==> src/rtl/vgacpu_pkg.sv <==
// Shared framebuffer geometry, pixel/address types and the line-engine state enum
// used by the rasterizer primitives.
package vgacpu_pkg;

  localparam int FB_WIDTH    = 214;
  localparam int FB_HEIGHT   = 160;
  localparam int FB_A_WIDTH  = 16;
  localparam int PIXEL_WIDTH = 3;

  typedef logic [PIXEL_WIDTH-1:0] pixel_t;
  typedef logic [FB_A_WIDTH-1:0]  fb_addr_t;
  typedef logic [7:0]             coord_t;

  typedef enum logic [1:0] {
    IDLE  = 2'd0,
    SETUP = 2'd1,
    DRAW  = 2'd2,
    DONE  = 2'd3
  } line_state_t;

endpackage

==> src/rtl/fb_addr_calc.sv <==
// Combinational framebuffer address y*214 + x built from shifts and adds
// (214 = 128+64+16+4+2); result wraps modulo 2^16 for out-of-range points.
module fb_addr_calc
  import vgacpu_pkg::*;
(
  input  logic signed [8:0] x_i,
  input  logic signed [8:0] y_i,
  output fb_addr_t          addr_o
);

  logic [15:0] x_ext;
  logic [15:0] y_ext;

  always_comb begin
    x_ext  = {{7{x_i[8]}}, x_i};
    y_ext  = {{7{y_i[8]}}, y_i};
    addr_o = (y_ext << 7) + (y_ext << 6) + (y_ext << 4) + (y_ext << 2) + (y_ext << 1) + x_ext;
  end

endmodule

==> src/rtl/fb_line_drawer.sv <==
// Bresenham line engine driving the framebuffer write port, one pixel per cycle.
// Define FB_LINE_DRAWER_CLIP_EN to suppress writes for off-screen points.
module fb_line_drawer #(
  parameter int FB_WIDTH  = vgacpu_pkg::FB_WIDTH,
  parameter int FB_HEIGHT = vgacpu_pkg::FB_HEIGHT,
  parameter int A_WIDTH   = vgacpu_pkg::FB_A_WIDTH,
  parameter int D_WIDTH   = vgacpu_pkg::PIXEL_WIDTH
) (
  input  logic                    clk,
  input  logic                    rst_async,
  input  logic                    start,
  input  logic [7:0]              x0,
  input  logic [7:0]              y0,
  input  logic [7:0]              x1,
  input  logic [7:0]              y1,
  input  logic [D_WIDTH-1:0]      colour,
  output logic                    busy,
  output logic                    done,
  output logic [A_WIDTH-1:0]      fb_addr,
  output logic                    fb_write_en,
  output logic [D_WIDTH-1:0]      fb_pixel,
  output vgacpu_pkg::line_state_t dbg_state_o
);

  vgacpu_pkg::line_state_t state_q;

  logic [7:0]         x0_q, y0_q, x1_q, y1_q;
  logic [D_WIDTH-1:0] col_q;
  logic signed [8:0]  x_q, y_q;
  logic signed [10:0] dx_q, dy_q, err_q;
  logic               sx_neg_q, sy_neg_q;

  logic               busy_q, done_q, we_q;
  logic [A_WIDTH-1:0] addr_q;
  logic [D_WIDTH-1:0] pix_q;

  logic [7:0]         abs_dx, abs_dy;
  logic signed [10:0] setup_dx, setup_dy;
  logic signed [10:0] e2, err_d;
  logic signed [8:0]  x_d, y_d;
  logic               at_end;
  logic               pt_visible;
  vgacpu_pkg::fb_addr_t pt_addr;

  fb_addr_calc u_addr (
    .x_i    (x_q),
    .y_i    (y_q),
    .addr_o (pt_addr)
  );

  always_comb begin
    abs_dx   = (x1_q > x0_q) ? (x1_q - x0_q) : (x0_q - x1_q);
    abs_dy   = (y1_q > y0_q) ? (y1_q - y0_q) : (y0_q - y1_q);
    setup_dx = $signed({3'b000, abs_dx});
    setup_dy = -$signed({3'b000, abs_dy});

    // Both axis updates are decided from the pre-step error term.
    e2    = err_q <<< 1;
    err_d = err_q;
    x_d   = x_q;
    y_d   = y_q;
    if (e2 >= dy_q) begin
      err_d = err_d + dy_q;
      x_d   = sx_neg_q ? (x_q - 9'sd1) : (x_q + 9'sd1);
    end
    if (e2 <= dx_q) begin
      err_d = err_d + dx_q;
      y_d   = sy_neg_q ? (y_q - 9'sd1) : (y_q + 9'sd1);
    end

    at_end = (x_q == $signed({1'b0, x1_q})) && (y_q == $signed({1'b0, y1_q}));

`ifdef FB_LINE_DRAWER_CLIP_EN
    pt_visible = !x_q[8] && !y_q[8]
              && ({2'b00, x_q[7:0]} < 10'(FB_WIDTH))
              && ({2'b00, y_q[7:0]} < 10'(FB_HEIGHT));
`else
    pt_visible = 1'b1;
`endif
  end

  always_ff @(posedge clk or posedge rst_async) begin
    if (rst_async) begin
      state_q  <= vgacpu_pkg::IDLE;
      x0_q     <= '0;
      y0_q     <= '0;
      x1_q     <= '0;
      y1_q     <= '0;
      col_q    <= '0;
      x_q      <= '0;
      y_q      <= '0;
      dx_q     <= '0;
      dy_q     <= '0;
      err_q    <= '0;
      sx_neg_q <= 1'b0;
      sy_neg_q <= 1'b0;
      busy_q   <= 1'b0;
      done_q   <= 1'b0;
      we_q     <= 1'b0;
      addr_q   <= '0;
      pix_q    <= '0;
    end else begin
      we_q   <= 1'b0;
      done_q <= 1'b0;
      case (state_q)
        vgacpu_pkg::IDLE: begin
          if (start) begin
            x0_q    <= x0;
            y0_q    <= y0;
            x1_q    <= x1;
            y1_q    <= y1;
            col_q   <= colour;
            busy_q  <= 1'b1;
            state_q <= vgacpu_pkg::SETUP;
          end
        end
        vgacpu_pkg::SETUP: begin
          dx_q     <= setup_dx;
          dy_q     <= setup_dy;
          err_q    <= setup_dx + setup_dy;
          sx_neg_q <= !(x0_q < x1_q);
          sy_neg_q <= !(y0_q < y1_q);
          x_q      <= $signed({1'b0, x0_q});
          y_q      <= $signed({1'b0, y0_q});
          state_q  <= vgacpu_pkg::DRAW;
        end
        vgacpu_pkg::DRAW: begin
          we_q   <= pt_visible;
          addr_q <= A_WIDTH'(pt_addr);
          pix_q  <= col_q;
          if (at_end) begin
            state_q <= vgacpu_pkg::DONE;
          end else begin
            err_q <= err_d;
            x_q   <= x_d;
            y_q   <= y_d;
          end
        end
        vgacpu_pkg::DONE: begin
          done_q  <= 1'b1;
          busy_q  <= 1'b0;
          state_q <= vgacpu_pkg::IDLE;
        end
        default: state_q <= vgacpu_pkg::IDLE;
      endcase
    end
  end

  assign busy        = busy_q;
  assign done        = done_q;
  assign fb_write_en = we_q;
  assign fb_addr     = addr_q;
  assign fb_pixel    = pix_q;
  assign dbg_state_o = state_q;

endmodule

==> config.mk <==
export PLATFORM = sky130hd
export DESIGN_NAME = fb_line_drawer
export DESIGN_NICKNAME = d
export VERILOG_FILES = /design/src/rtl/vgacpu_pkg.sv /design/src/rtl/fb_addr_calc.sv /design/src/rtl/fb_line_drawer.sv
export SDC_FILE = /design/constraint.sdc
export NUM_CORES = 1
export LEC_CHECK = 0
export ABC_AREA = 1
export BUFFER_PORTS_ARGS = -buffer_cell sky130_fd_sc_hd__buf_2
export CAP_MARGIN = 10
export CORE_ASPECT_RATIO = 1.2
export CORE_UTILIZATION = 50
export DETAILED_ROUTE_END_ITERATION = 10
export GPL_ROUTABILITY_DRIVEN = 0
export GPL_TIMING_DRIVEN = 1
export PLACE_DENSITY = 0.68
export SETUP_SLACK_MARGIN = 0.4
export SYNTH_ARGS = -nofsm -noshare
export SYNTH_HDL_FRONTEND = slang
export SYNTH_SLANG_ARGS = --single-unit
==> constraint.sdc <==
create_clock -name clk -period 4.2 [get_ports clk]
set_clock_uncertainty 0.05 [all_clocks]
set_input_delay 0.84 -clock clk [delete_from_list [all_inputs] [get_ports clk]]
set_output_delay 0.84 -clock clk [all_outputs]
set_load 0.02 [all_outputs]
## Word-level counts from Yosys, hierarchy flattened

Index checks and enable logic that the tools add are counted.

- Flip-flop bits (word level): 109
- Bits of input ports: 38
- Output and inout bits: 24
- Logic and storage cells: 84

- Add/sub/neg operators: 17
- Order comparisons: 6
- Equality and inequality tests: 10
- Multiplexer cells: 21
- Reduce and logical (&&, ||, !) cells: 12

Operator list:

| kind | count |
|---|---|
| $add A16 B16 Y16 | 5 |
| $mux W9 | 6 |
| $pmux W9 S2 | 2 |
| $mux W11 | 3 |
| $sub A8 B8 Y8 | 4 |
| $pmux W11 S2 | 1 |
| $add A9 B2 Y9 const B | 2 |
| $eq A9 B9 Y1 | 2 |
| $sub A9 B2 Y9 const B | 2 |
| $gt A8 B8 Y1 | 2 |
| $lt A8 B8 Y1 | 2 |
| $mux W8 | 2 |
| $add A11 B11 Y11 | 1 |
| $add A11 B9 Y11 | 1 |
| $add A9 B11 Y11 | 1 |
| $ge A11 B11 Y1 | 1 |
| $le A11 B9 Y1 | 1 |
| $neg A8 Y11 | 1 |
| $ne A2 B2 Y1 const B | 5 |
| $pmux W2 S4 | 1 |
| $reduce_and A2 Y1 | 4 |
| $reduce_and A3 Y1 | 2 |
| $eq A2 B2 Y1 const B | 2 |
| $mux W2 | 2 |
| other kinds (7) | 11 |

## Longest topological paths before layout

- Word-level depth: 6
- Gate-level depth with buffers: 31
- Mapped depth without buffers: 31

## Cells and area by module

From an unflattened synthesis, not the netlist that was laid out.

- Cell total of the unflattened synthesis: 1,362
- Area total of the unflattened synthesis: 10,084.7 um2

Modules (own cells, without submodules):

| module | instances | cells an instance | area an instance (um2) | sequential area each (um2) |
|---|---|---|---|---|
| fb_line_drawer | 1 | 1,146 | 8,456.9 | 2,702.6 |
| fb_addr_calc | 1 | 216 | 1,627.8 | 0.0 |

## Least setup slack after synthesis

No wires, ideal clock.

- Path type: flip-flop to flip-flop
- From: reg y_q[0]
- To: reg addr_q[14] (netlist: fb_addr[14])
- Library setup time: 0.127 ns
- Arrival: 3.651 ns
- Data required time: 4.023 ns
- Setup slack: 0.372 ns
- Cell stages (with the launch flop): 17
- Buffers on the path: 0
- Clock period less this slack: 3.828 ns
- Cell sequence: dfrtp_1 > fa_1 > fa_1 > fa_1 > ha_1 > a21oi_1 > nand2_1 > nand2_1 > nand2_1 > a21oi_1 > inv_1 > a21oi_1 > o21ai_0 > a21o_1 > a21oi_1 > xor2_1 > o21ai_0

- Word-level cells in the longest chain between the ends: 5

Ends and longest elaborated chain:

| what | RTL line | source |
|---|---|---|
| start: declaration | fb_line_drawer.sv:29 | `logic signed [8:0] x_q, y_q;` |
| start signal: assignment | fb_line_drawer.sv:124 | `y_q <= $signed({1'b0, y0_q});` |
| start signal: assignment | fb_line_drawer.sv:136 | `y_q <= y_d;` |
| $add A16 B16 Y16 (3 in a row) | fb_addr_calc.sv:17 | `addr_o = (y_ext << 7) + (y_ext << 6) + (y_ext << 4) + (y_ext << 2) + (y_ext << 1) + x_ext;` |
| $add A16 B16 Y16 * (2 in a row) | fb_addr_calc.sv:17 |  |
| end signal: assignment | fb_line_drawer.sv:129 | `addr_q <= A_WIDTH'(pt_addr);` |
| end: declaration | fb_line_drawer.sv:34 | `logic [A_WIDTH-1:0] addr_q;` |

Every way passes the cells marked *; elsewhere a longest branch is shown, timed or not.
A chain may end at the register's enable or synchronous reset.

## Final worst setup path

- From: reg y_q[5]
- To: reg addr_q[14] (netlist: fb_addr[14])

Same word-level chain as after synthesis.

==> metrics.csv <==
stage,metric,value,unit
timing,post-route-period-util,0.9168,
timing,tns,0,ns
die,die_x,128.9,um
finish,drive_gt1_frac,0.2080,
clock_tree,clk_latency,0.38,ns
yosys,syn_inst,1227,
clock_tree,clk_path_buf_depth,2,
timing,slew_viol_final,0,
clock_tree,htreeDepth,3,
worst_hold_path,min_delay_worst_endpoint,fb_addr[0],
critical_path,critPathRequiredTime,4.40,ns
die,fp-row-count,55,
critical_path,cp-start-kind,flip-flop,
yosys,ys_types,51,
detailed_routing,drc,0,
critical_path,r2r-end,fb_addr[14],
finish,insertedDiodeCount,0,
detailed_routing,routedWlPerCell,15.83,um
detailed_routing,final_antenna_net_count,0,
grt,grt_max_degree,109,
detailed_routing,dr.first_iter.drc_count,335,
detailed_routing,vias,8503,
clock_tree,cts_sinks,108,
yosys,yosys_warnings,0,
timing,tightest_slew,0.7855,ns
place,place_ws,0.03891,ns
critical_path,path_cells,buf_6 -> fa_1 -> fa_1 -> fa_1 -> ha_4 -> a21oi_2 -> nand2_1 -> nand2_2 -> nand2_2 -> a21oi_2 -> inv_1 -> a21oi_2 -> o21ai_2 -> a21o_1 -> a21oi_2 -> xor2_1 -> o21ai_1,
timing,setup_ws,0.3493,ns
worst_hold_path,hp-class,flip-flop to flip-flop,
grt,track_usage,0.2676,
place,dp_hpwl,19080,um
finish,final_cell_count_no_fill,1607,
critical_path,path_class,flip-flop to flip-flop,
critical_path,crit_fanout,5,
timing,fin_crit,3.851,ns
die,die_y,154.3,um
critical_path,rrSetupSlack,0.35,ns
critical_path,crit_path_end_kind,flip-flop,
worst_hold_path,min_from,fb_addr[0],
timing,final-hold-violation-count,0,
clock_tree,cts_made_buffers,9,
timing,setup_viol,0,
critical_path,reg2regPathDepth,17,
place,place_inst,1552,
critical_path,slowest_stage,fa_1,
detailed_routing,drt-vias-per-instance,5.291,
critical_path,crit_arrival,4.05,ns
detailed_routing,first_pass_iters,5,
critical_path,cp_slowest_stage_delay,0.56,ns
die,initial_utilization,0.5109,
clock_tree,cts_root_buf,clkbuf_16,
finish,fillerInstances,1676,
grt,antenna_found_initial,0,
clock_tree,path_clk_slew,0.09,ns
critical_path,path_common_cell,a21oi_2,
timing,relSlewSlack,0.4740,
clock_tree,cts_hold_buf,0,
finish,nNetsFinal,1542,
worst_hold_path,holdPathStages,2,
run,drv_cap,0,
die,io_pins,62,
critical_path,r2r_start,y_q[5],
yosys,syn_nets,1423,
clock_tree,cts_tree,built,
finish,ff_latch_area,0.002709,sq mm
die,die_area,0.01990,sq mm
grt,grt_pass1_wl,41200,um
timing,fmax,259.7,MHz
grt,grt_pass1_vias,8525,
grt,gr-total-overflow,0,
finish,area_delta_synth_final,19.86,%
place,numPortBuffers,61,
yosys,avgSynthCellArea,7.880,sq um
status,status,finished clean,
finish,multi_input_area,0.006703,sq mm
detailed_routing,wirelength,25440,um
yosys,synth-seq-cells,108,
timing,rsz0062_at_grt,yes,
yosys,yosysSeqAreaShare,0.2795,
die,core,0.01892,sq mm
yosys,syn_area,0.009669,sq mm
==> stage by stage <==
stage	utilization	area (sq um)	hold slack, ns
floorplan	-	9674	0.3963
global route	0.6124	11590	0.4465
finish	0.6124	11590	0.4228
CTS	0.5912	11190	0.4249
global placement	0.5534	10470	0.3993
detailed placement	0.5534	10470	0.4045
==> worst max-delay path by stage <==
stage / from / end / slack, ns / cells past startpoint
2_1_floorplan: y_q[1] / fb_addr[14] / 0.38 / 16
3_3_place_gp: y1_q[0] / err_q[9] / 0.1 / 28
3_5_place_dp: y1_q[0] / err_q[9] / 0.04 / 28
4_1_cts: y1_q[0] / err_q[9] / 0.39 / 28
5_1_grt: y_q[5] / fb_addr[14] / 0.18 / 17
6_report: y_q[5] / fb_addr[14] / 0.35 / 17
==> kinds of logic (layout without fill, tap and decap cells) <==
logic type | count (synthesis) | in the layout | share of synthesized area
DFF | 108 | 108 | 0.2795
adders and majority gates | 158 | 158 | 0.2355
xor gates and xnor gates | 55 | 55 | 0.04982
buffers and inverters | 196 | 320 | 0.07738
muxes | 3 | 3 | 0.003106
AOI/OAI and AO/OA | 263 | 263 | 0.1483
and+or+nand+nor | 444 | 444 | 0.2064
==> what timing repair did <==
action,4_1_cts,5_1_grt
pin swaps,25,41
gates resized for setup,52,66
setup buffers,23,16
gates cloned,0,0
setup endpoints to repair,8,8
==> cells in the mapped netlist (all sizes together) <==
cell type  count  share of area
clkbuf        21         0.0085
nor3           6         0.0031
o2111ai        1        0.00091
o21a           2         0.0016
or2            6         0.0039
or3            1        0.00065
nand3b         2         0.0016
and2           2         0.0013
a21boi         1        0.00078
a31oi         10         0.0065
nor2          66          0.031
dfrtp        108           0.28
o311ai         3         0.0027
buf            9         0.0044
o31ai          1        0.00078
a211oi         1        0.00078
mux2i          3         0.0031
a22oi          1        0.00078
inv          165          0.064
ha           118           0.15
o211ai        12         0.0093
a32o           1         0.0010
o221ai         2         0.0018
fa            40          0.083
nor4           4         0.0026
o21ai        134          0.070
xnor2         13          0.012
nand2        301           0.12
a2111oi        1        0.00091
xor2          42          0.038
a21o           4         0.0031
clkinv         1        0.00039
nand3         45          0.028
o22ai          4         0.0026
nand4         11         0.0093
o21bai         1        0.00078
a21oi         84          0.044
==> flip-flops by register name, summed over array words and instances, names as in the netlist, 2 cells and up <==
signal / flops
fb_addr: 16
dy_q: 11
err_q: 10
x_q: 9
y_q: 9
dx_q: 8
x0_q: 8
x1_q: 8
y0_q: 8
y1_q: 8
col_q: 3
fb_pixel: 3
dbg_state_o: 2
==> placed cells by master (no fill, tap or decap), types with 12 or more instances in the layout <==
cell type | synthesis | routed
a21oi_1 | 82 | 67
a21oi_2 | 2 | 17
buf_2 | 7 | 61
buf_4 | 0 | 72
dfrtp_1 | 108 | 103
fa_1 | 40 | 33
ha_1 | 118 | 91
ha_4 | 0 | 21
inv_1 | 164 | 153
nand2_1 | 287 | 278
nand2_2 | 6 | 12
nand3_1 | 38 | 35
nor2_1 | 62 | 59
o211ai_1 | 12 | 12
o21ai_0 | 131 | 121
xnor2_1 | 13 | 13
xor2_1 | 42 | 39
==> cell type report <==
cell class | instances | share of cell area
well taps | 256 | 0.02764
multi-input cells | 923 | 0.5783
repair buffers | 138 | 0.07859
clock buffers | 9 | 0.01943
clock inverters | 7 | 0.007773
flip-flops and latches | 108 | 0.2337
inverters | 166 | 0.05452
==> worst max-delay path: cells and delay by family, from the launching register on <==
kind / cells / cell delay [ns]
DFF: 1 / 0.40
and+or+nand+nor: 3 / 0.22
AOI/OAI and AO/OA: 7 / 0.88
xor gates and xnor gates: 1 / 0.16
adders and majority gates: 4 / 1.81
buffers and inverters: 2 / 0.20
==> metal layers <==
metal  up-vias  GRT usage  part of all wire
met5         -          0                 0
li1       4259          -                 -
met4         0     0.1356             0.041
met2       144     0.4834              0.52
met1      4040     0.3107              0.42
met3        60    0.02836             0.022
Power is not shown: default switching activity piles up to over one toggle a cycle in this logic, so the estimate is an artifact.
